$ cat src/rtl/asg_seq_ctrl_pkg.sv
// +--------------------------------------------------------------------------+
// | asg_ctrl_pkg : shared types and constants for the ASG sequencer          |
// | Rev 1.0                                                                  |
// +--------------------------------------------------------------------------+
`default_nettype none

package asg_ctrl_pkg;

  typedef enum logic [1:0] {
    ST_IDLE   = 2'd0,
    ST_LOAD   = 2'd1,
    ST_WARMUP = 2'd2,
    ST_RUN    = 2'd3
  } state_t;

  localparam int DEF_SEED_BYTES    = 8;
  localparam int DEF_WARMUP_CYCLES = 64;
  localparam int KS_W              = 8;

  // Width of a counter that must hold every value 0..max.
  function automatic int cnt_w(input int max);
    return (max < 1) ? 1 : $clog2(max + 1);
  endfunction

endpackage

`default_nettype wire

$ cat src/rtl/asg_seq_ctrl_if.sv
// +--------------------------------------------------------------------------+
// | asg_seq_ctrl_if : host, ASG core and keystream signals of the sequencer  |
// | Rev 1.0                                                                  |
// +--------------------------------------------------------------------------+
`default_nettype none

interface asg_seq_ctrl_if;
  import asg_ctrl_pkg::*;

  logic            start;
  logic            stop;
  logic [KS_W-1:0] seed_byte;
  logic            seed_valid;
  logic            seed_ready;
  logic            asg_load;
  logic [KS_W-1:0] asg_load_data;
  logic            asg_step;
  logic            asg_bit;
  logic [KS_W-1:0] ks_byte;
  logic            ks_valid;
  logic            ks_ready;
  logic            busy;
  logic [1:0]      state_dbg;

  // Sequencer side.
  modport master (
    input  start, stop, seed_byte, seed_valid, asg_bit, ks_ready,
    output seed_ready, asg_load, asg_load_data, asg_step,
           ks_byte, ks_valid, busy, state_dbg
  );

  // Host / core / consumer side.
  modport slave (
    output start, stop, seed_byte, seed_valid, asg_bit, ks_ready,
    input  seed_ready, asg_load, asg_load_data, asg_step,
           ks_byte, ks_valid, busy, state_dbg
  );

endinterface

`default_nettype wire

$ cat src/rtl/asg_byte_packer.sv
// +--------------------------------------------------------------------------+
// | asg_byte_packer : packs keystream bits MSB-first into bytes with a        |
// |                   valid/ready output register and a stall flag           |
// | Rev 1.0                                                                  |
// +--------------------------------------------------------------------------+
`default_nettype none

module asg_byte_packer
  import asg_ctrl_pkg::*;
(
  input  wire logic            clk,
  input  wire logic            rst,
  input  wire logic            clear,
  input  wire logic            step,
  input  wire logic            bit_in,
  input  wire logic            ks_ready,
  output      logic            stall,
  output      logic [KS_W-1:0] ks_byte,
  output      logic            ks_valid
);

  localparam int CNT_W = $clog2(KS_W);

  logic [KS_W-2:0]  r_sr;
  logic [CNT_W-1:0] r_bitcnt;
  logic [KS_W-1:0]  r_ks_byte;
  logic             r_ks_valid;

  logic             w_last;
  logic             w_complete;
  logic             w_accept;
  logic [KS_W-1:0]  w_next_sr;

  assign w_last     = (r_bitcnt == CNT_W'(KS_W - 1));
  assign w_complete = step & w_last;
  assign w_accept   = r_ks_valid & ks_ready;
  assign w_next_sr  = {r_sr, bit_in};

  // Completing a byte while the previous one is still unaccepted would lose it.
  assign stall = w_last & r_ks_valid & ~ks_ready;

  always_ff @(posedge clk or posedge rst) begin
    if (rst) begin
      r_sr       <= '0;
      r_bitcnt   <= '0;
      r_ks_byte  <= '0;
      r_ks_valid <= 1'b0;
    end else if (clear) begin
      r_sr       <= '0;
      r_bitcnt   <= '0;
      r_ks_valid <= 1'b0;
    end else begin
      if (step) begin
        r_sr     <= w_next_sr[KS_W-2:0];
        r_bitcnt <= r_bitcnt + CNT_W'(1);
      end
      if (w_complete) begin
        r_ks_byte  <= w_next_sr;
        r_ks_valid <= 1'b1;
      end else if (w_accept) begin
        r_ks_valid <= 1'b0;
      end
    end
  end

  assign ks_byte  = r_ks_byte;
  assign ks_valid = r_ks_valid;

endmodule

`default_nettype wire

$ cat src/rtl/asg_seq_ctrl.sv
// +--------------------------------------------------------------------------+
// | asg_seq_ctrl : seeds the ASG core, runs its warm-up and streams packed    |
// |                keystream bytes with back-pressure stalling               |
// | Rev 1.0                                                                  |
// +--------------------------------------------------------------------------+
`default_nettype none

module asg_seq_ctrl
  import asg_ctrl_pkg::*;
#(
  parameter int SEED_BYTES    = DEF_SEED_BYTES,
  parameter int WARMUP_CYCLES = DEF_WARMUP_CYCLES
)(
  input  wire logic    clk,
  input  wire logic    rst,
  asg_seq_ctrl_if.master bus
);

  localparam int SEED_W = cnt_w(SEED_BYTES);
  localparam int WARM_W = cnt_w(WARMUP_CYCLES);

  state_t            r_state;
  state_t            w_state_nxt;
  logic [SEED_W-1:0] r_seed_cnt;
  logic [WARM_W-1:0] r_warm_cnt;

  logic w_seed_ready;
  logic w_asg_load;
  logic w_asg_step;
  logic w_seed_last;
  logic w_warm_last;
  logic w_abort;
  logic w_stall;
  logic w_pack_step;

  assign w_seed_last = (r_seed_cnt == SEED_W'(SEED_BYTES - 1));
  assign w_warm_last = (r_warm_cnt == WARM_W'(WARMUP_CYCLES - 1));
  assign w_abort     = bus.stop & (r_state != ST_IDLE);

  always_ff @(posedge clk or posedge rst) begin
    if (rst) begin
      r_state <= ST_IDLE;
    end else begin
      r_state <= w_state_nxt;
    end
  end

  always_comb begin
    w_state_nxt  = r_state;
    w_seed_ready = 1'b0;
    w_asg_load   = 1'b0;
    w_asg_step   = 1'b0;
    case (r_state)
      ST_IDLE: begin
        if (bus.start & ~bus.stop) begin
          w_state_nxt = ST_LOAD;
        end
      end
      ST_LOAD: begin
        w_seed_ready = 1'b1;
        w_asg_load   = bus.seed_valid;
        if (bus.seed_valid & w_seed_last) begin
          w_state_nxt = ST_WARMUP;
        end
      end
      ST_WARMUP: begin
        w_asg_step = 1'b1;
        if (w_warm_last) begin
          w_state_nxt = ST_RUN;
        end
      end
      ST_RUN: begin
        w_asg_step = ~w_stall;
      end
      default: begin
        w_state_nxt = ST_IDLE;
      end
    endcase
    if (w_abort) begin
      w_state_nxt = ST_IDLE;
    end
  end

  // Both counters return to zero on their terminal count so the next load starts clean.
  always_ff @(posedge clk or posedge rst) begin
    if (rst) begin
      r_seed_cnt <= '0;
      r_warm_cnt <= '0;
    end else if (w_abort) begin
      r_seed_cnt <= '0;
      r_warm_cnt <= '0;
    end else begin
      if (w_asg_load) begin
        r_seed_cnt <= w_seed_last ? '0 : r_seed_cnt + SEED_W'(1);
      end
      if (r_state == ST_WARMUP) begin
        r_warm_cnt <= w_warm_last ? '0 : r_warm_cnt + WARM_W'(1);
      end
    end
  end

  assign w_pack_step = (r_state == ST_RUN) & w_asg_step;

  asg_byte_packer u_packer (
    .clk      (clk),
    .rst      (rst),
    .clear    (w_abort),
    .step     (w_pack_step),
    .bit_in   (bus.asg_bit),
    .ks_ready (bus.ks_ready),
    .stall    (w_stall),
    .ks_byte  (bus.ks_byte),
    .ks_valid (bus.ks_valid)
  );

  assign bus.seed_ready    = w_seed_ready;
  assign bus.asg_load      = w_asg_load;
  assign bus.asg_load_data = bus.seed_byte;
  assign bus.asg_step      = w_asg_step;
  assign bus.busy          = (r_state != ST_IDLE);
  assign bus.state_dbg     = r_state;

endmodule

`default_nettype wire

$ cat src/flat_wrapper.sv
// flat-port wrapper written by rule: the top's interface ports become plain ports
module asg_seq_ctrl_flat import asg_ctrl_pkg::*;
#(
  parameter int SEED_BYTES    = DEF_SEED_BYTES,
  parameter int WARMUP_CYCLES = DEF_WARMUP_CYCLES
)
  (clk, rst, bus_start, bus_stop, bus_seed_byte, bus_seed_valid, bus_asg_bit, bus_ks_ready, bus_seed_ready, bus_asg_load, bus_asg_load_data, bus_asg_step, bus_ks_byte, bus_ks_valid, bus_busy, bus_state_dbg);
  asg_seq_ctrl_if bus_i ();
  input  wire logic clk;
  input  wire logic rst;
  input wire logic [$bits(bus_i.start)-1:0] bus_start;
  input wire logic [$bits(bus_i.stop)-1:0] bus_stop;
  input wire logic [$bits(bus_i.seed_byte)-1:0] bus_seed_byte;
  input wire logic [$bits(bus_i.seed_valid)-1:0] bus_seed_valid;
  input wire logic [$bits(bus_i.asg_bit)-1:0] bus_asg_bit;
  input wire logic [$bits(bus_i.ks_ready)-1:0] bus_ks_ready;
  output wire logic [$bits(bus_i.seed_ready)-1:0] bus_seed_ready;
  output wire logic [$bits(bus_i.asg_load)-1:0] bus_asg_load;
  output wire logic [$bits(bus_i.asg_load_data)-1:0] bus_asg_load_data;
  output wire logic [$bits(bus_i.asg_step)-1:0] bus_asg_step;
  output wire logic [$bits(bus_i.ks_byte)-1:0] bus_ks_byte;
  output wire logic [$bits(bus_i.ks_valid)-1:0] bus_ks_valid;
  output wire logic [$bits(bus_i.busy)-1:0] bus_busy;
  output wire logic [$bits(bus_i.state_dbg)-1:0] bus_state_dbg;
  assign bus_i.start = bus_start;
  assign bus_i.stop = bus_stop;
  assign bus_i.seed_byte = bus_seed_byte;
  assign bus_i.seed_valid = bus_seed_valid;
  assign bus_i.asg_bit = bus_asg_bit;
  assign bus_i.ks_ready = bus_ks_ready;
  assign bus_seed_ready = bus_i.seed_ready;
  assign bus_asg_load = bus_i.asg_load;
  assign bus_asg_load_data = bus_i.asg_load_data;
  assign bus_asg_step = bus_i.asg_step;
  assign bus_ks_byte = bus_i.ks_byte;
  assign bus_ks_valid = bus_i.ks_valid;
  assign bus_busy = bus_i.busy;
  assign bus_state_dbg = bus_i.state_dbg;
  asg_seq_ctrl #(.SEED_BYTES(SEED_BYTES), .WARMUP_CYCLES(WARMUP_CYCLES)) u_core (.clk(clk), .rst(rst), .bus(bus_i));
endmodule
$ cat config.mk
export PLATFORM = sky130hd
export DESIGN_NAME = asg_seq_ctrl_flat
export DESIGN_NICKNAME = d
export VERILOG_FILES = /design/src/rtl/asg_seq_ctrl_pkg.sv /design/src/rtl/asg_seq_ctrl_if.sv /design/src/rtl/asg_byte_packer.sv /design/src/rtl/asg_seq_ctrl.sv /design/src/flat_wrapper.sv
export SDC_FILE = /design/constraint.sdc
export NUM_CORES = 1
export LEC_CHECK = 0
export ABC_AREA = 1
export BUFFER_PORTS_ARGS = -buffer_cell sky130_fd_sc_hd__buf_2
export CORE_MARGIN = 4
export CORE_UTILIZATION = 30
export CTS_BUF_LIST = sky130_fd_sc_hd__clkbuf_8
export CTS_CLUSTER_DIAMETER = 150
export DETAILED_ROUTE_END_ITERATION = 10
export PLACE_DENSITY = 0.59
export SLEW_MARGIN = 25
export SYNTH_ARGS = -nofsm -noshare
export SYNTH_HDL_FRONTEND = slang
export SYNTH_SLANG_ARGS = --single-unit
export TNS_END_PERCENT = 30
$ cat constraint.sdc
create_clock -name clk -period 1.6 [get_ports clk]
set_input_delay 0 -clock clk [delete_from_list [all_inputs] [get_ports clk]]
set_output_delay 0 -clock clk [all_outputs]
set_load 0.01 [all_outputs]
==> results.sh <==
export IMPL_hold_depth=0
export IMPL_ys_seq_elements=32
export IMPL_crit_slowest_cell="dfrtp_1"
export IMPL_ys_top_cells_by_area="dfrtp_1, nand2_1, ha_1"
export IMPL_postLayoutCoreUtil_pct=37.60
export IMPL_clk_latency_ps=280
export IMPL_drtAntennaViolNets=0
export IMPL_peakVddDrop_uv=638.7
export IMPL_layout_drive_gt1_share_pct=23.11
export IMPL_nNetsFinal=260
export IMPL_final_cells=310
export IMPL_finalCritPeriodShare_pct=93.70
export IMPL_drt_first_pass_iters=4
export IMPL_grt_pass1_vias=1389
export IMPL_num_vias=1373
export IMPL_cp_end_kind="register"
export IMPL_cp_slowest_stage_delay_ps=380
export IMPL_crit_required_ps=1780
export IMPL_syn_nets=231
export IMPL_synth_warning_count=0
export IMPL_synth_avg_cell_area_um2=8.253
export IMPL_root_buffer="clkbuf_8"
export IMPL_ys_types=23
export IMPL_maxSlewHeadroom_pct=72.07
export IMPL_synth_top_area_cell="dfrtp_1"
export IMPL_cts_tree="done"
export IMPL_worstSetupPathType="register to register"
export IMPL_n_antenna_cell=0
export IMPL_r2r_end="u_core.u_packer.ks_byte[1]"
export IMPL_netlist_area_leader_share_pct=46.65
export IMPL_worst_slew_pin_slew_ps=419.0
export IMPL_reg2reg_slack_ps=100
export IMPL_drt_initial_drc_count=44
export IMPL_place_inst=301
export IMPL_path_common_cell="nand2_1"
export IMPL_setup_viol=0
export IMPL_cts_sinks=32
export IMPL_maxCapViolCount=0
export IMPL_finClkSkew_ps=5.641
export IMPL_final_cell_area_um2=2083
export IMPL_cp_max_fo=9
export IMPL_grt_max_degree=33
export IMPL_finalMaxSlewViolations=0
export IMPL_grt_overflow=0
export IMPL_grt_pass1_wl_um=6106
export IMPL_setup_tns_ps=0
export IMPL_crit_arrival_ps=1680
export IMPL_fmax_mhz=667.0
export IMPL_vias_per_cell=4.429
export IMPL_h_tree_depth=2
export IMPL_clk_pin_slew_ps=70
export IMPL_cts_setup_buffers=0
export IMPL_place_area_um2=1921
export IMPL_min_from="bus_seed_byte[0]"
export IMPL_die_h_um=83.65
export IMPL_die_area_um2=6996
export IMPL_grt_usage_pct=10.60
export IMPL_worst_setup_path_start_kind="register"
export IMPL_grt_setup_unrepaired="yes"
export IMPL_ys_seq_area_share_pct=46.65
export IMPL_dp_hpwl_um=2431
export IMPL_ioPinCount=38
export IMPL_die_width_um=83.65
export IMPL_hold_path_class="input port to output port"
export IMPL_core_area_um2=5540
export IMPL_hold_slack_ps=0.004435
export IMPL_p_leak_nw=1.118
export IMPL_antenna_found_initial=0
export IMPL_power_density_nw_per_um2=1445
export IMPL_wl_um=3361
export IMPL_syn_to_final_growth_pct=21.36
export IMPL_post_drt_wl_per_cell_um=10.84
export IMPL_place_congestion=0.7893
export IMPL_rr_worst_depth=8
export IMPL_min_to="bus_asg_load_data[0]"
export IMPL_start_util_pct=30.98
export IMPL_netlist_instances=208
export IMPL_cp_cell_sequence="ha_2 -> ha_4 -> nand2_2 -> nor2_4 -> a21oi_4 -> nand3_4 -> nand2_1 -> nand2_1"
export IMPL_cts_max_path_buffers=2
export IMPL_hold_viol=0
export IMPL_synth_area_um2=1717
export IMPL_drc=0
export IMPL_row_count=27
export IMPL_timing_rr_start="u_core.u_packer.r_bitcnt[1]"
export IMPL_outcome="finished clean"
export IMPL_period_minus_slack_ps=1499
export IMPL_portBuffers=21
export IMPL_cts_buffers=5
==> layer usage <==
layer | GRT usage (%) | vias to the layer above | share of wire [%]
met2 | 17.57 | 27 | 45
met5 | 0 | - | 0
met4 | 4.386 | 0 | 1.6
met3 | 2.863 | 10 | 4.8
met1 | 12.97 | 619 | 48
li1 | - | 717 | -
==> cell families after synthesis <==
group / Yosys count / share of synthesized area (%)
buffers and inverters: 32 / 9.621
adder cells (fa/ha/maj): 8 / 5.831
AND/OR/NAND/NOR: 109 / 27.11
XOR/XNOR: 2 / 1.021
multiplexers: 1 / 0.5831
flip-flops: 32 / 46.65
AO/OA/AOI/OAI: 24 / 9.183
==> state kept, by name, summed over array words and instances (netlist names) <==
name / cells
u_core.u_packer.ks_valid: 1
u_core.u_packer.ks_byte: 8
u_core.u_packer.r_bitcnt: 3
u_core.bus.state_dbg: 2
u_core.u_packer.r_sr: 7
u_core.r_warm_cnt: 7
u_core.r_seed_cnt: 4
==> layout by cell type (no fill, tap or decap), types with 2 or more instances in the layout <==
cell type	count
nor2_1	11
nand2_1	69
ha_2	2
nand3_1	18
clkbuf_8	5
o21ai_0	6
ha_1	5
nor2_2	2
o21ai_1	5
xor2_1	2
dlygate4sd3_1	2
nand2_2	2
inv_2	2
buf_4	9
nand4_1	2
inv_1	20
a21oi_4	2
a21oi_1	7
nor2_4	3
o21bai_1	2
dfrtp_1	32
buf_2	21
==> cells in the mapped netlist <==
| library cell | count |
|---|---|
| nand2_1 | 70 |
| dfrtp_1 | 32 |
| inv_1 | 19 |
| nand3_1 | 18 |
| nor2_1 | 11 |
| buf_4 | 10 |
| o21ai_0 | 9 |
| ha_1 | 8 |
| a21oi_1 | 7 |
| nor2_2 | 4 |
| a21oi_4 | 2 |
| inv_2 | 2 |
| nand2_2 | 2 |
| nand4_1 | 2 |
| o21ai_1 | 2 |
| o21bai_1 | 2 |
| xor2_1 | 2 |
| a21boi_2 | 1 |
| a41oi_1 | 1 |
| buf_6 | 1 |
| mux2i_1 | 1 |
| nand3_2 | 1 |
| nor2_4 | 1 |
==> metrics by stage <==
step	worst slack [ps]	total power, W
after floorplan	7.482	0.001887
final	100.8	0.003010
after global placement	51.87	0.002228
after global routing	-21.03	0.003282
after detailed placement	29.23	0.002249
after CTS	8.597	0.003027
==> report_power, final <==
group	internal (W)	switching, W	leakage (nW)
logic	0.000478	0.000748	0.622
registers	0.000936	0.0000962	0.437
clock network	0.000455	0.000297	0.0593
total	0.00187	0.00114	1.12
==> worst max-delay path, delay by kind of cell (launching register included) <==
kind	cells	cell delay (ps)
and+or+nand+nor	5	430
AOI/OAI and AO/OA	1	210
adders and majority gates	2	360
DFF	1	380
==> repair_timing <==
item | in CTS | in global routing
pin swaps | 0 | 7
hold buffers | 2 | 0
hold endpoints to repair | 34 | 0
gates cloned | 0 | 0
resized for setup | 1 | 11
setup endpoints to repair | 1 | 25
==> area by class of cell <==
class	count	area (um2)
multi-input cells	144	793.3
well taps	72	90.09
fillers	580	3457
inverters	21	78.83
repair buffers	33	212.7
clock inverters	3	38.79
flip-flops and latches	32	800.8
clock buffers	5	68.82
==> worst max path at each step <==
stage / cells after the start / startpoint / slack (ps) / endpoint
2_1_floorplan: 9 / u_core.u_packer.r_bitcnt[0] / 7 / u_core.u_packer.ks_byte[0]
3_3_place_gp: 8 / u_core.u_packer.r_bitcnt[0] / 50 / u_core.u_packer.ks_byte[1]
3_5_place_dp: 8 / u_core.u_packer.r_bitcnt[0] / 30 / u_core.u_packer.ks_byte[1]
4_1_cts: 8 / u_core.u_packer.r_bitcnt[0] / 9 / u_core.u_packer.ks_byte[7]
5_1_grt: 9 / u_core.bus.state_dbg[1] / -20 / u_core.bus.state_dbg[1]
6_report: 8 / u_core.u_packer.r_bitcnt[1] / 100 / u_core.u_packer.ks_byte[1]
No activity file was read; power rests on OpenSTA's default activity.
